**src/rtl/music_flash_reader.sv**
```systemverilog
// rtl/music_flash_reader.sv - Avalon-MM flash read master streaming 16-bit audio samples
//
// Purpose: reads 32-bit words from sequential flash word addresses (one read
// outstanding at most), splits each word into two signed samples (low half
// first) and hands them to an audio sink over a valid/ready handshake.
// The current word address is shown on six active-low 7-segment displays.
//
// Ports:
//   clk, reset_reset_n          clock; asynchronous reset, asserted when high
//   flash_mem_*                 Avalon-MM master to the flash controller
//   sample_out/valid/ready      sample stream to the audio codec
//   hex0..hex5                  word address, hex0 = least significant nibble
//   ledr                        [0] read, [1] waiting for data, [2] sample valid,
//                               [3] one-cycle pulse on address wrap
//
// Build option: define MUSIC_ATTEN_EN to attenuate samples by 12 dB
// (arithmetic shift right by 2); handshake timing is unchanged.

module music_flash_reader #(
    parameter int ADDR_W    = 23,
    parameter int NUM_WORDS = 1048576
) (
    input  logic              clk,
    input  logic              reset_reset_n,
    output logic              flash_mem_read,
    output logic [ADDR_W-1:0] flash_mem_address,
    input  logic              flash_mem_waitrequest,
    input  logic [31:0]       flash_mem_readdata,
    input  logic              flash_mem_readdatavalid,
    output logic              flash_mem_write,
    output logic [6:0]        flash_mem_burstcount,
    output logic [3:0]        flash_mem_byteenable,
    output logic [31:0]       flash_mem_writedata,
    output logic [15:0]       sample_out,
    output logic              sample_valid,
    input  logic              sample_ready,
    output logic [6:0]        hex0,
    output logic [6:0]        hex1,
    output logic [6:0]        hex2,
    output logic [6:0]        hex3,
    output logic [6:0]        hex4,
    output logic [6:0]        hex5,
    output logic [9:0]        ledr
);

    typedef enum logic [2:0] {S_IDLE, S_REQ, S_WAIT, S_LO, S_HI} state_t;

    localparam logic [ADDR_W-1:0] LAST_ADDR = ADDR_W'(NUM_WORDS - 1);

    state_t            state_q;
    logic [ADDR_W-1:0] addr_q;
    logic [ADDR_W-1:0] addr_d;
    logic              wrap_d;
    logic [31:0]       word_q;
    logic              read_q;
    logic              valid_q;
    logic [15:0]       sample_q;
    logic              wrap_q;

    function automatic logic [15:0] shape(input logic [15:0] h);
`ifdef MUSIC_ATTEN_EN
        shape = 16'($signed(h) >>> 2);
`else
        shape = h;
`endif
    endfunction

    function automatic logic [6:0] seg7(input logic [3:0] n);
        case (n)
            4'h0: seg7 = 7'b1000000;
            4'h1: seg7 = 7'b1111001;
            4'h2: seg7 = 7'b0100100;
            4'h3: seg7 = 7'b0110000;
            4'h4: seg7 = 7'b0011001;
            4'h5: seg7 = 7'b0010010;
            4'h6: seg7 = 7'b0000010;
            4'h7: seg7 = 7'b1111000;
            4'h8: seg7 = 7'b0000000;
            4'h9: seg7 = 7'b0010000;
            4'hA: seg7 = 7'b0001000;
            4'hB: seg7 = 7'b0000011;
            4'hC: seg7 = 7'b1000110;
            4'hD: seg7 = 7'b0100001;
            4'hE: seg7 = 7'b0000110;
            default: seg7 = 7'b0001110;
        endcase
    endfunction

    // Wrap explicitly at NUM_WORDS-1 so a partial address range loops cleanly.
    assign wrap_d = (addr_q == LAST_ADDR);
    assign addr_d = wrap_d ? '0 : addr_q + ADDR_W'(1);

    always_ff @(posedge clk or posedge reset_reset_n) begin
        if (reset_reset_n) begin
            state_q  <= S_IDLE;
            addr_q   <= '0;
            word_q   <= '0;
            read_q   <= 1'b0;
            valid_q  <= 1'b0;
            sample_q <= '0;
            wrap_q   <= 1'b0;
        end else begin
            wrap_q <= 1'b0;
            case (state_q)
                S_IDLE: begin
                    read_q  <= 1'b1;
                    state_q <= S_REQ;
                end
                S_REQ: begin
                    if (!flash_mem_waitrequest) begin
                        read_q  <= 1'b0;
                        state_q <= S_WAIT;
                    end
                end
                S_WAIT: begin
                    if (flash_mem_readdatavalid) begin
                        word_q   <= flash_mem_readdata;
                        sample_q <= shape(flash_mem_readdata[15:0]);
                        valid_q  <= 1'b1;
                        state_q  <= S_LO;
                    end
                end
                S_LO: begin
                    if (sample_ready) begin
                        sample_q <= shape(word_q[31:16]);
                        state_q  <= S_HI;
                    end
                end
                S_HI: begin
                    if (sample_ready) begin
                        valid_q <= 1'b0;
                        addr_q  <= addr_d;
                        wrap_q  <= wrap_d;
                        read_q  <= 1'b1;
                        state_q <= S_REQ;
                    end
                end
                default: begin
                    read_q  <= 1'b0;
                    valid_q <= 1'b0;
                    state_q <= S_IDLE;
                end
            endcase
        end
    end

    logic [23:0] addr_ext;
    assign addr_ext = 24'(addr_q);

    assign flash_mem_read       = read_q;
    assign flash_mem_address    = addr_q;
    assign flash_mem_write      = 1'b0;
    assign flash_mem_burstcount = 7'd1;
    assign flash_mem_byteenable = 4'hF;
    assign flash_mem_writedata  = 32'd0;
    assign sample_out           = sample_q;
    assign sample_valid         = valid_q;

    assign hex0 = seg7(addr_ext[3:0]);
    assign hex1 = seg7(addr_ext[7:4]);
    assign hex2 = seg7(addr_ext[11:8]);
    assign hex3 = seg7(addr_ext[15:12]);
    assign hex4 = seg7(addr_ext[19:16]);
    assign hex5 = seg7(addr_ext[23:20]);

    assign ledr = {6'd0, wrap_q, valid_q, (state_q == S_WAIT), read_q};

endmodule

```
**config.mk**
```make
export PLATFORM = sky130hd
export DESIGN_NAME = music_flash_reader
export DESIGN_NICKNAME = d
export VERILOG_FILES = /design/src/rtl/music_flash_reader.sv
export SDC_FILE = /design/constraint.sdc
export NUM_CORES = 1
export LEC_CHECK = 0
export CAP_MARGIN = 10
export CORE_MARGIN = 5
export CORE_UTILIZATION = 48
export DETAILED_ROUTE_END_ITERATION = 8
export GPL_TIMING_DRIVEN = 1
export PLACE_DENSITY = 0.87
export SYNTH_ARGS = -nofsm -noshare
export SYNTH_HDL_FRONTEND = slang
export SYNTH_SLANG_ARGS = --single-unit
export TNS_END_PERCENT = 100
```
**constraint.sdc**
```tcl
create_clock -name clk -period 4 [get_ports clk]
set_input_delay 0.8 -clock clk [delete_from_list [all_inputs] [get_ports clk]]
set_output_delay 0.8 -clock clk [all_outputs]
set_load 0.02 [all_outputs]
```
==> run_results.csv, run 1 <==
group,metric,value,unit
sta,report.final.slew_viol_count,0,
global_routing,grt-busiest-layer,"met2",
final_layout,drive_gt1_share,7.108,%
power_and_ir_drop,total_power,2.727,mW
route,antenna_left,0,
flow_run,cap_violations,0,
route,vias,3845,
clock_tree,h-tree-depth,3,
route,drt_iter0_drc,124,
route,wl,11090,microns
floorplan,io_pins,174,
sta,finalCritPeriodShare,82.84,%
floorplan,core.rowCount,35,
clock_tree,cts-resized-gates,0,
sta,rsz0062_at_grt,"no",
power_and_ir_drop,p_per_area,472.6,nW/um^2
synth,ys_ff_latch,61,
sta,finalSetupViolCount,0,
critical_path,worstPathRequired,3.20,ns
floorplan,dieArea,11450,sq um
final_layout,design_area,5769,sq um
place,routabilityCongestion,0.8241,
power_and_ir_drop,switching_share,37.90,%
synth,ys_warn_count,0,
power_and_ir_drop,clkPwrFrac,20.9,%
synth,synth.distinct_cells,47,
critical_path,crit_type,"reg -> out",
power_and_ir_drop,p_sw,1.033,mW
clock_tree,cts_max_path_buffers,2,
sta,fin_setup_tns,0,ns
sta,tightest_slew,1.008,ns
final_layout,nets,685,
synth,syn_area,4516,sq um
sta,finalHoldViolCount,0,
route,dr.pass1.iters,4,
route,vias_per_cell,5.267,
final_layout,synthToLayoutAreaGrowth,27.76,%
final_layout,n_antenna_cell,0,
place,preCtsSetupSlack,0.7689,ns
critical_path,end_kind,"output port",
sta,fmax,0.3018,GHz
global_routing,grt.total_usage,18.94,%
global_routing,antenna_found_initial,0,
global_routing,grt_pass1_wl,17810,microns
final_layout,fill_cells,767,
global_routing,use_met3,2.890,%
floorplan,start_util,49.10,%
global_routing,grt_max_degree,50,
sta,slew_headroom,32.71,%
synth,synth.avg_cell_area,8.785,sq um
power_and_ir_drop,peakVddDrop,0.0005162,V
clock_tree,cts_buffers,9,
critical_path,cp-start-kind,"flip-flop",
synth,synthArstFlopShare,100.0,%
floorplan,die_x,107.0,microns
clock_tree,post_cts_buffers,0,
route,wl_per_cell,15.19,microns
clock_tree,clk_pin_slew,0.07,ns
clock_tree,clkSinkCount,61,
run_status,status,"completed",
place,io_buffers,123,
power_and_ir_drop,p_comb_share,43.0,%
synth,netlist_instances,514,
synth,ys_seq_area_share,33.80,%
floorplan,coreArea,9196,sq um
global_routing,grtUsageMet2,32.96,%
sta,clock_skew,0.009645,ns
clock_tree,hold_buffers,0,
synth,synth-main-ff-cell,"dfrtp_1",
place,dpl_cell_area,5559,sq um
power_and_ir_drop,p_leak,2.538,nW
floorplan,fp.dieH,107.0,microns
sta,fin_crit,3.314,ns
route,drc,0,
power_and_ir_drop,p_int,1.693,mW
global_routing,grt_overflow,0,
synth,synth_edf_count,0,
critical_path,critical_path_arrival,2.51,ns
clock_tree,cts_tree,"yes",
sta,setup_ws,0.6864,ns
global_routing,grt_pass1_vias,3668,
critical_path,critPathMaxFanout,9,
power_and_ir_drop,seqPwrFrac,36.1,%
hold_path,hp-class,"reg -> reg",
clock_tree,clk_latency,0.34,ns
global_routing,met1_usage,24.14,%
clock_tree,cts-root-buf,"clkbuf_8",
place,hpwl,8472,microns
-- synthesized netlist by cell type, types with 5 or more instances --
library cell,instances,area (sq um)
a21oi_1,20,100.1
buf_2,6,30.03
buf_4,55,412.9
clkbuf_1,24,90.09
dfrtp_1,61,1526
ha_1,34,425.4
inv_1,16,60.06
mux2_2,18,202.7
mux2i_1,28,280.3
nand2_1,64,240.2
nand2b_1,6,37.54
nand3_1,5,25.02
nand4_1,7,43.79
nor2_1,31,116.4
nor2b_1,12,75.07
nor3_1,9,45.04
o21ai_0,49,245.2
or4_1,5,37.54
xnor2_1,9,78.83
-- cell type report --
class                           count  area (sq um)  area share (%)
Tap cell                          111         138.9           2.407
Clock inverter                      5         58.81           1.019
Multi-Input combinational cell    399          2572           44.59
Inverter                           16         60.06           1.041
Timing Repair Buffer              127          1261           21.86
Clock buffer                       11         151.4           2.624
Sequential cell                    61          1526           26.46
-- critical path, stage by stage, from the launching register on --
cell and delay (ns):
dfrtp_1 0.49, inv_1 0.17, ha_1 0.24, nor2b_1 0.08, or3b_2 0.46, o21ai_0 0.09, clkdlybuf4s50_1 0.65
-- state kept, by name (all words and copies together), names as in the netlist --
name and flops:
state_q 3, wrap_q 1, word_q 16, flash_mem_address 23, sample_valid 1, flash_mem_read 1
sample_out 16
-- logic make-up (layout without fill, tap and decap cells) --
group / Yosys count / count (layout) / synth area share, %
AOI/OAI and AO/OA: 90 / 90 / 11.33
other: 2 / 50 / 0.1663
DFF: 61 / 61 / 33.80
xor gates and xnor gates: 13 / 13 / 2.521
buffers and inverters: 102 / 159 / 13.22
adders and majority gates: 34 / 34 / 9.421
and+or+nand+nor: 164 / 164 / 17.84
muxes: 48 / 48 / 11.69
-- metrics by stage --
stage,utilization (%),hold slack (ns),cells
3_5_place_dp,60.45,0.4702,714
6_report,62.73,0.4812,730
4_1_cts,62.73,0.4863,730
5_1_grt,62.73,0.5057,730
2_1_floorplan,-,0.4800,562
3_3_place_gp,60.45,0.4630,714
-- layout by cell type, fill, tap and decap left out, types with 5 or more instances in the layout --
cell               n
nor2_1            31
mux2_2            18
clkbuf_8          11
or4_1              5
nand3_1            5
nor3_1             9
xnor2_1            9
nor2b_1           12
nand2b_1           6
conb_1            50
clkdlybuf4s50_1  123
o21ai_0           48
nand2_1           64
dfrtp_1           61
a21oi_1           20
mux2i_1           28
ha_1              34
nand4_1            7
inv_1             15
-- path summary, 6_finish.rpt --
path / start / endpoint / slack [ns] / cells after the start
worst max-delay path: flash_mem_address[5] / hex1[0] / 0.69 / 6
worst min-delay path: sample_out[3] / sample_out[3] / 0.48 / 2
worst max register to register: flash_mem_address[1] / flash_mem_address[17] / 1.35 / 6
worst min register to register: sample_out[3] / sample_out[3] / 0.48 / 2
max in group asynchronous: reset_reset_n / flash_mem_address[6] / 2.20 / 3
min in group asynchronous: reset_reset_n / sample_out[4] / 1.03 / 2
-- per-layer routing --
metal	share of wire (%)	wire, microns
met1	43	4730
met2	50	5522
met3	5.6	623
met4	1.9	210
met5	0	0
-- power groups by stage --
stage / registers [mW] / clock network (mW) / logic [mW]
6_report: 0.986 / 0.569 / 1.17
5_1_grt: 1.01 / 0.603 / 1.27
4_1_cts: 0.982 / 0.572 / 1.18
3_5_place_dp: 0.993 / 0 / 1.17
3_3_place_gp: 0.972 / 0 / 1.14
2_1_floorplan: 1.04 / 0 / 0.686
Power figures use the tool's default switching activity.
==> inputs of run 2 (changes only) <==
--- a/config.mk
+++ b/config.mk
@@ -7,10 +7,10 @@
 export LEC_CHECK = 0
 export CAP_MARGIN = 10
 export CORE_MARGIN = 5
-export CORE_UTILIZATION = 48
+export CORE_UTILIZATION = 41
 export DETAILED_ROUTE_END_ITERATION = 8
 export GPL_TIMING_DRIVEN = 1
-export PLACE_DENSITY = 0.87
+export PLACE_DENSITY = 0.79
 export SYNTH_ARGS = -nofsm -noshare
 export SYNTH_HDL_FRONTEND = slang
 export SYNTH_SLANG_ARGS = --single-unit
==> constraint.sdc (replaced) <==
create_clock -name clk -period 2.9 [get_ports clk]
set_input_delay 0.58 -clock clk [delete_from_list [all_inputs] [get_ports clk]]
set_output_delay 0.58 -clock clk [all_outputs]
set_load 0.02 [all_outputs]
==> run 2 against run 1 <==
  * Cell count rose by 5.6%
  * Sequential share of layout area fell by 0.57 points
  * Critical endpoint is now hex2[3]
  * Worst setup slack got worse by 0.58 ns
  * Sequential cell count did not move
  * Largest cell class unchanged
==> run_results.csv, run 2 (synthesized netlist as in run 1, its figures left out) <==
group,metric,value,unit
clock_tree,hold_buffers,0,
critical_path,ff2ff_setup_slack,0.50,ns
critical_path,critical_path_arrival,2.22,ns
clock_tree,clkSinkCount,61,
sta,tightest_slew,0.8760,ns
place,io_buffers,123,
clock_tree,post_cts_buffers,0,
route,antenna_left,0,
critical_path,crit_type,"reg -> out",
critical_path,end_kind,"output port",
route,dr.pass1.iters,5,
floorplan,fp.dieH,114.9,microns
floorplan,core.rowCount,38,
floorplan,coreArea,10840,sq um
critical_path,rr_endpoint,"flash_mem_address[22]",
global_routing,antenna_found_initial,0,
power_and_ir_drop,total_power,3.825,mW
critical_path,cp-start-kind,"flip-flop",
sta,slew_headroom,41.46,%
sta,finalCritPeriodShare,96.45,%
final_layout,nets,697,
global_routing,grt_pass1_wl,17950,microns
final_layout,n_antenna_cell,0,
clock_tree,cts_buffers,9,
sta,fin_setup_tns,0,ns
global_routing,grt_pass1_vias,3836,
route,wl,11220,microns
sta,fin_crit,2.797,ns
final_layout,final_cell_mix,"clkdlybuf4s50_1 (113), nand2_1 (64), dfrtp_1 (51)",
clock_tree,cts_max_path_buffers,2,
clock_tree,clk_latency,0.34,ns
global_routing,grt_overflow,0,
place,dpl_cell_area,5702,sq um
sta,finalSetupViolCount,0,
critical_path,critPathMaxFanout,8,
power_and_ir_drop,peakVddDrop,0.0005238,V
route,drc,0,
route,vias_per_cell,4.995,
critical_path,worstPathRequired,2.32,ns
place,hpwl,8746,microns
clock_tree,cts_tree,"yes",
floorplan,io_pins,174,
critical_path,reg2regPathDepth,6,
power_and_ir_drop,p_leak,2.691,nW
sta,clock_skew,0.004266,ns
final_layout,design_area,5946,sq um
global_routing,grt.total_usage,16.69,%
run_status,status,"completed",
route,wl_per_cell,14.55,microns
route,drt_iter0_drc,290,
power_and_ir_drop,p_per_area,643.3,nW/um^2
final_layout,largest_register_ffs,23,
hold_path,hp-class,"reg -> reg",
sta,hold_slack,0.4787,ns
flow_run,cap_violations,0,
floorplan,start_util,41.66,%
global_routing,grt_max_degree,33,
floorplan,die_x,114.9,microns
final_layout,final_common_cell,"clkdlybuf4s50_1",
critical_path,reg2reg_from,"flash_mem_address[1]",
clock_tree,clk_pin_slew,0.07,ns
final_layout,drive_gt1_share,10.46,%
sta,fmax,0.3575,GHz
clock_tree,cts-root-buf,"clkbuf_8",
sta,finalHoldViolCount,0,
route,vias,3851,
sta,report.final.slew_viol_count,0,
clock_tree,h-tree-depth,3,
place,routabilityCongestion,0.8644,
sta,rsz0062_at_grt,"no",
final_layout,synthToLayoutAreaGrowth,31.67,%
critical_path,crit_end,"hex2[3]",
critical_path,crit_start,"flash_mem_address[8]",
floorplan,dieArea,13210,sq um
==> run 2: cell count changes in the layout (fill, tap and decap cells not counted), moves of 2 or more <==
cell	delta
dlygate4sd2_1	+5
dlymetal6s2s_1	+5
dfrtp_1	-10
clkinvlp_4	-2
clkdlybuf4s50_1	-10
dfrtp_2	+10
buf_4	+11
==> run 2: worst min path at each step <==
| stage | from | depth (start not counted) | to |
|---|---|---|---|
| 2_1_floorplan | word_q[16] | 1 | word_q[16] |
| 3_3_place_gp | sample_out[7] | 2 | sample_out[7] |
| 3_5_place_dp | sample_out[9] | 2 | sample_out[9] |
| 4_1_cts | sample_out[9] | 2 | sample_out[9] |
| 5_1_grt | sample_out[9] | 2 | sample_out[9] |
| 6_report | sample_out[9] | 2 | sample_out[9] |
==> run 2: timing repair <==
action	CTS	global route
gates resized for setup	9	11
endpoints found under the setup margin	6	14
pin swaps	0	0
==> run 2: critical path, stage by stage (launching register included) <==
cell and delay, ns:
dfrtp_2 0.47, inv_1 0.20, ha_1 0.26, nand2_1 0.07, o21ai_0 0.07, o21ai_0 0.17
clkdlybuf4s50_1 0.64
==> run 2: area by class of cell <==
class / instances / area [sq um]
fill: 995 / 4895
multi-input combinational: 399 / 2576
sequential: 61 / 1539
timing repair buffer: 139 / 1370
tap: 140 / 175.2
clock buffer: 12 / 155.1
clock inverter: 4 / 70.07
inverter: 16 / 60.06
==> run 2: per-stage QoR <==
step	utilization, %	cells	worst slack, ns
floorplan	-	562	0.6133
global placement	52.60	755	0.3277
detailed placement	52.60	755	0.2073
CTS	54.66	771	0.01882
global route	54.85	771	0.006360
finish	54.85	771	0.1031
==> run 2: where the power goes <==
group	switching (mW)	internal (mW)
Sequential	0.204	1.12
Combinational	0.860	0.779
Clock	0.331	0.528
==> run 2: layer usage <==
metal	track usage, %	wire length [microns]	vias to the layer above
met5	0	0	-
met4	6.103	214	0
met3	6.895	1228	18
met2	27.70	5312	144
met1	19.35	4465	1821
li1	-	-	1868
==> inputs of run 3 (changes only) <==
--- a/config.mk
+++ b/config.mk
@@ -11,6 +11,7 @@
 export DETAILED_ROUTE_END_ITERATION = 8
 export GPL_TIMING_DRIVEN = 1
 export PLACE_DENSITY = 0.79
+export SKIP_LAST_GASP = 1
 export SYNTH_ARGS = -nofsm -noshare
 export SYNTH_HDL_FRONTEND = slang
 export SYNTH_SLANG_ARGS = --single-unit
==> run 3 against run 2 <==
  * Maximum frequency down 0.22%
  * Final area about the same
  * Die area unchanged
  * Sequential cell count unchanged
  * Global-route usage unchanged
  * Via count up 0.10%
  * Clock skew about the same
  * Combinational power about the same
  * Hold slack about the same
  * Cell count unchanged
  * Register-to-register slack about the same
  * Clock-buffer cell count unchanged
  * Critical path type unchanged
  * Critical endpoint is now hex2[0]
  * Largest cell class unchanged
  * Highest routed layer unchanged
==> run_results.csv, run 3 (synthesized netlist as in run 1, its figures left out) <==
group,metric,value,unit
final_layout,synthToLayoutAreaGrowth,31.62,%
final_layout,final_cell_mix,"clkdlybuf4s50_1 (114), nand2_1 (64), dfrtp_1 (51)",
hold_path,hold_path_end,"sample_out[9]",
route,wl,11220,microns
route,antenna_left,0,
final_layout,n_antenna_cell,0,
hold_path,min_from,"sample_out[9]",
clock_tree,cts-root-buf,"clkbuf_8",
final_layout,drive_gt1_share,10.46,%
clock_tree,hold_buffers,0,
place,dp.cells,755,
critical_path,reg2regPathDepth,6,
place,dpl_cell_area,5702,sq um
final_layout,nets,697,
sta,report.final.slew_viol_count,0,
final_layout,design_area,5943,sq um
final_layout,largest_register_ffs,23,
floorplan,core.rowCount,38,
flow_run,cap_violations,0,
critical_path,cp-start-kind,"flip-flop",
critical_path,reg2reg_from,"flash_mem_address[1]",
critical_path,worstPathRequired,2.32,ns
power_and_ir_drop,peakVddDrop,0.0005238,V
sta,rsz0062_at_grt,"yes",
route,vias_per_cell,5.000,
global_routing,antenna_found_initial,0,
place,hpwl,8746,microns
sta,finalHoldViolCount,0,
global_routing,grt_pass1_wl,17950,microns
sta,fin_setup_tns,0,ns
clock_tree,cts-resized-gates,9,
global_routing,grt_overflow,0,
global_routing,grt.total_usage,16.69,%
sta,fmax,0.3567,GHz
clock_tree,clk_pin_slew,0.07,ns
sta,clock_skew,0.004266,ns
route,wl_per_cell,14.56,microns
hold_path,hp-class,"reg -> reg",
critical_path,ff2ff_setup_slack,0.51,ns
route,dr.pass1.iters,5,
clock_tree,cts_tree,"yes",
critical_path,critPathMaxFanout,10,
critical_path,crit_type,"reg -> out",
floorplan,coreArea,10840,sq um
sta,slew_headroom,41.46,%
place,preCtsSetupSlack,0.2073,ns
critical_path,critical_path_arrival,2.22,ns
floorplan,start_util,41.66,%
final_layout,final_cell_count_no_fill,771,
clock_tree,post_cts_buffers,0,
power_and_ir_drop,p_leak,2.672,nW
hold_path,hold_depth,2,
floorplan,io_pins,174,
floorplan,fp.dieH,114.9,microns
sta,fin_crit,2.803,ns
route,drc,0,
sta,finalCritPeriodShare,96.66,%
sta,hold_slack,0.4787,ns
clock_tree,h-tree-depth,3,
clock_tree,clkSinkCount,61,
global_routing,grt_max_degree,33,
place,routabilityCongestion,0.8644,
floorplan,die_x,114.9,microns
place,io_buffers,123,
clock_tree,cts_buffers,9,
floorplan,dieArea,13210,sq um
run_status,status,"completed",
power_and_ir_drop,p_per_area,643.5,nW/um^2
sta,tightest_slew,0.8760,ns
final_layout,final_common_cell,"clkdlybuf4s50_1",
critical_path,end_kind,"output port",
critical_path,rr_endpoint,"flash_mem_address[22]",
sta,setup_ws,0.09685,ns
sta,finalSetupViolCount,0,
clock_tree,cts_max_path_buffers,2,
route,vias,3855,
route,drt_iter0_drc,290,
clock_tree,clk_latency,0.34,ns
global_routing,grt_pass1_vias,3836,
[run 3: power by group]
part / leakage (nW) / internal, mW / switching (mW) / total, mW
logic: 1.80 / 0.779 / 0.860 / 1.64
registers: 0.758 / 1.12 / 0.204 / 1.33
clock network: 0.116 / 0.528 / 0.331 / 0.859
total: 2.67 / 2.43 / 1.40 / 3.82
[run 3: worst max path at each step]
| stage | start | endpoint | slack, ns | cells after the start |
|---|---|---|---|---|
| 4_1_cts | flash_mem_address[9] | hex2[0] | 0.02 | 6 |
| 5_1_grt | flash_mem_address[9] | hex2[0] | -0.06 | 6 |
| 6_report | flash_mem_address[9] | hex2[0] | 0.1 | 6 |
| 2_1_floorplan | flash_mem_address[1] | flash_mem_address[11] | 0.61 | 7 |
| 3_3_place_gp | flash_mem_address[0] | hex0[0] | 0.33 | 6 |
| 3_5_place_dp | flash_mem_address[0] | hex0[0] | 0.21 | 6 |
[run 3: cell type report]
| class | count | area (sq um) |
|---|---|---|
| multi-input combinational | 399 | 2576 |
| timing repair buffer | 139 | 1368 |
| clock buffer | 12 | 155.1 |
| clock inverter | 4 | 70.07 |
| sequential | 61 | 1539 |
| inverter | 16 | 60.06 |
| tap | 140 | 175.2 |
| fill | 996 | 4897 |
[run 3: worst max-delay path, cell delays in order (launching register included)]
cell and delay, ns:
dfrtp_2 0.48, inv_1 0.13, ha_1 0.23, nor2b_1 0.21, nor3b_1 0.08, a21oi_1 0.14
clkdlybuf4s50_1 0.63
[run 3: layer usage]
| metal | part of all wire [%] | wire length [microns] | up-vias | track usage [%] |
|---|---|---|---|---|
| met1 | 40 | 4452 | 1820 | 19.35 |
| li1 | - | - | 1869 | - |
| met2 | 47 | 5310 | 148 | 27.70 |
| met3 | 11 | 1247 | 18 | 6.895 |
| met5 | 0 | 0 | - | 0 |
| met4 | 1.9 | 212 | 0 | 6.103 |
[run 3: per-stage QoR]
stage | util, % | total power, mW
finish | 54.82 | 3.824
global route | 54.82 | 4.079
CTS | 54.66 | 3.870
detailed placement | 52.60 | 3.010
global placement | 52.60 | 2.940
floorplan | - | 2.383
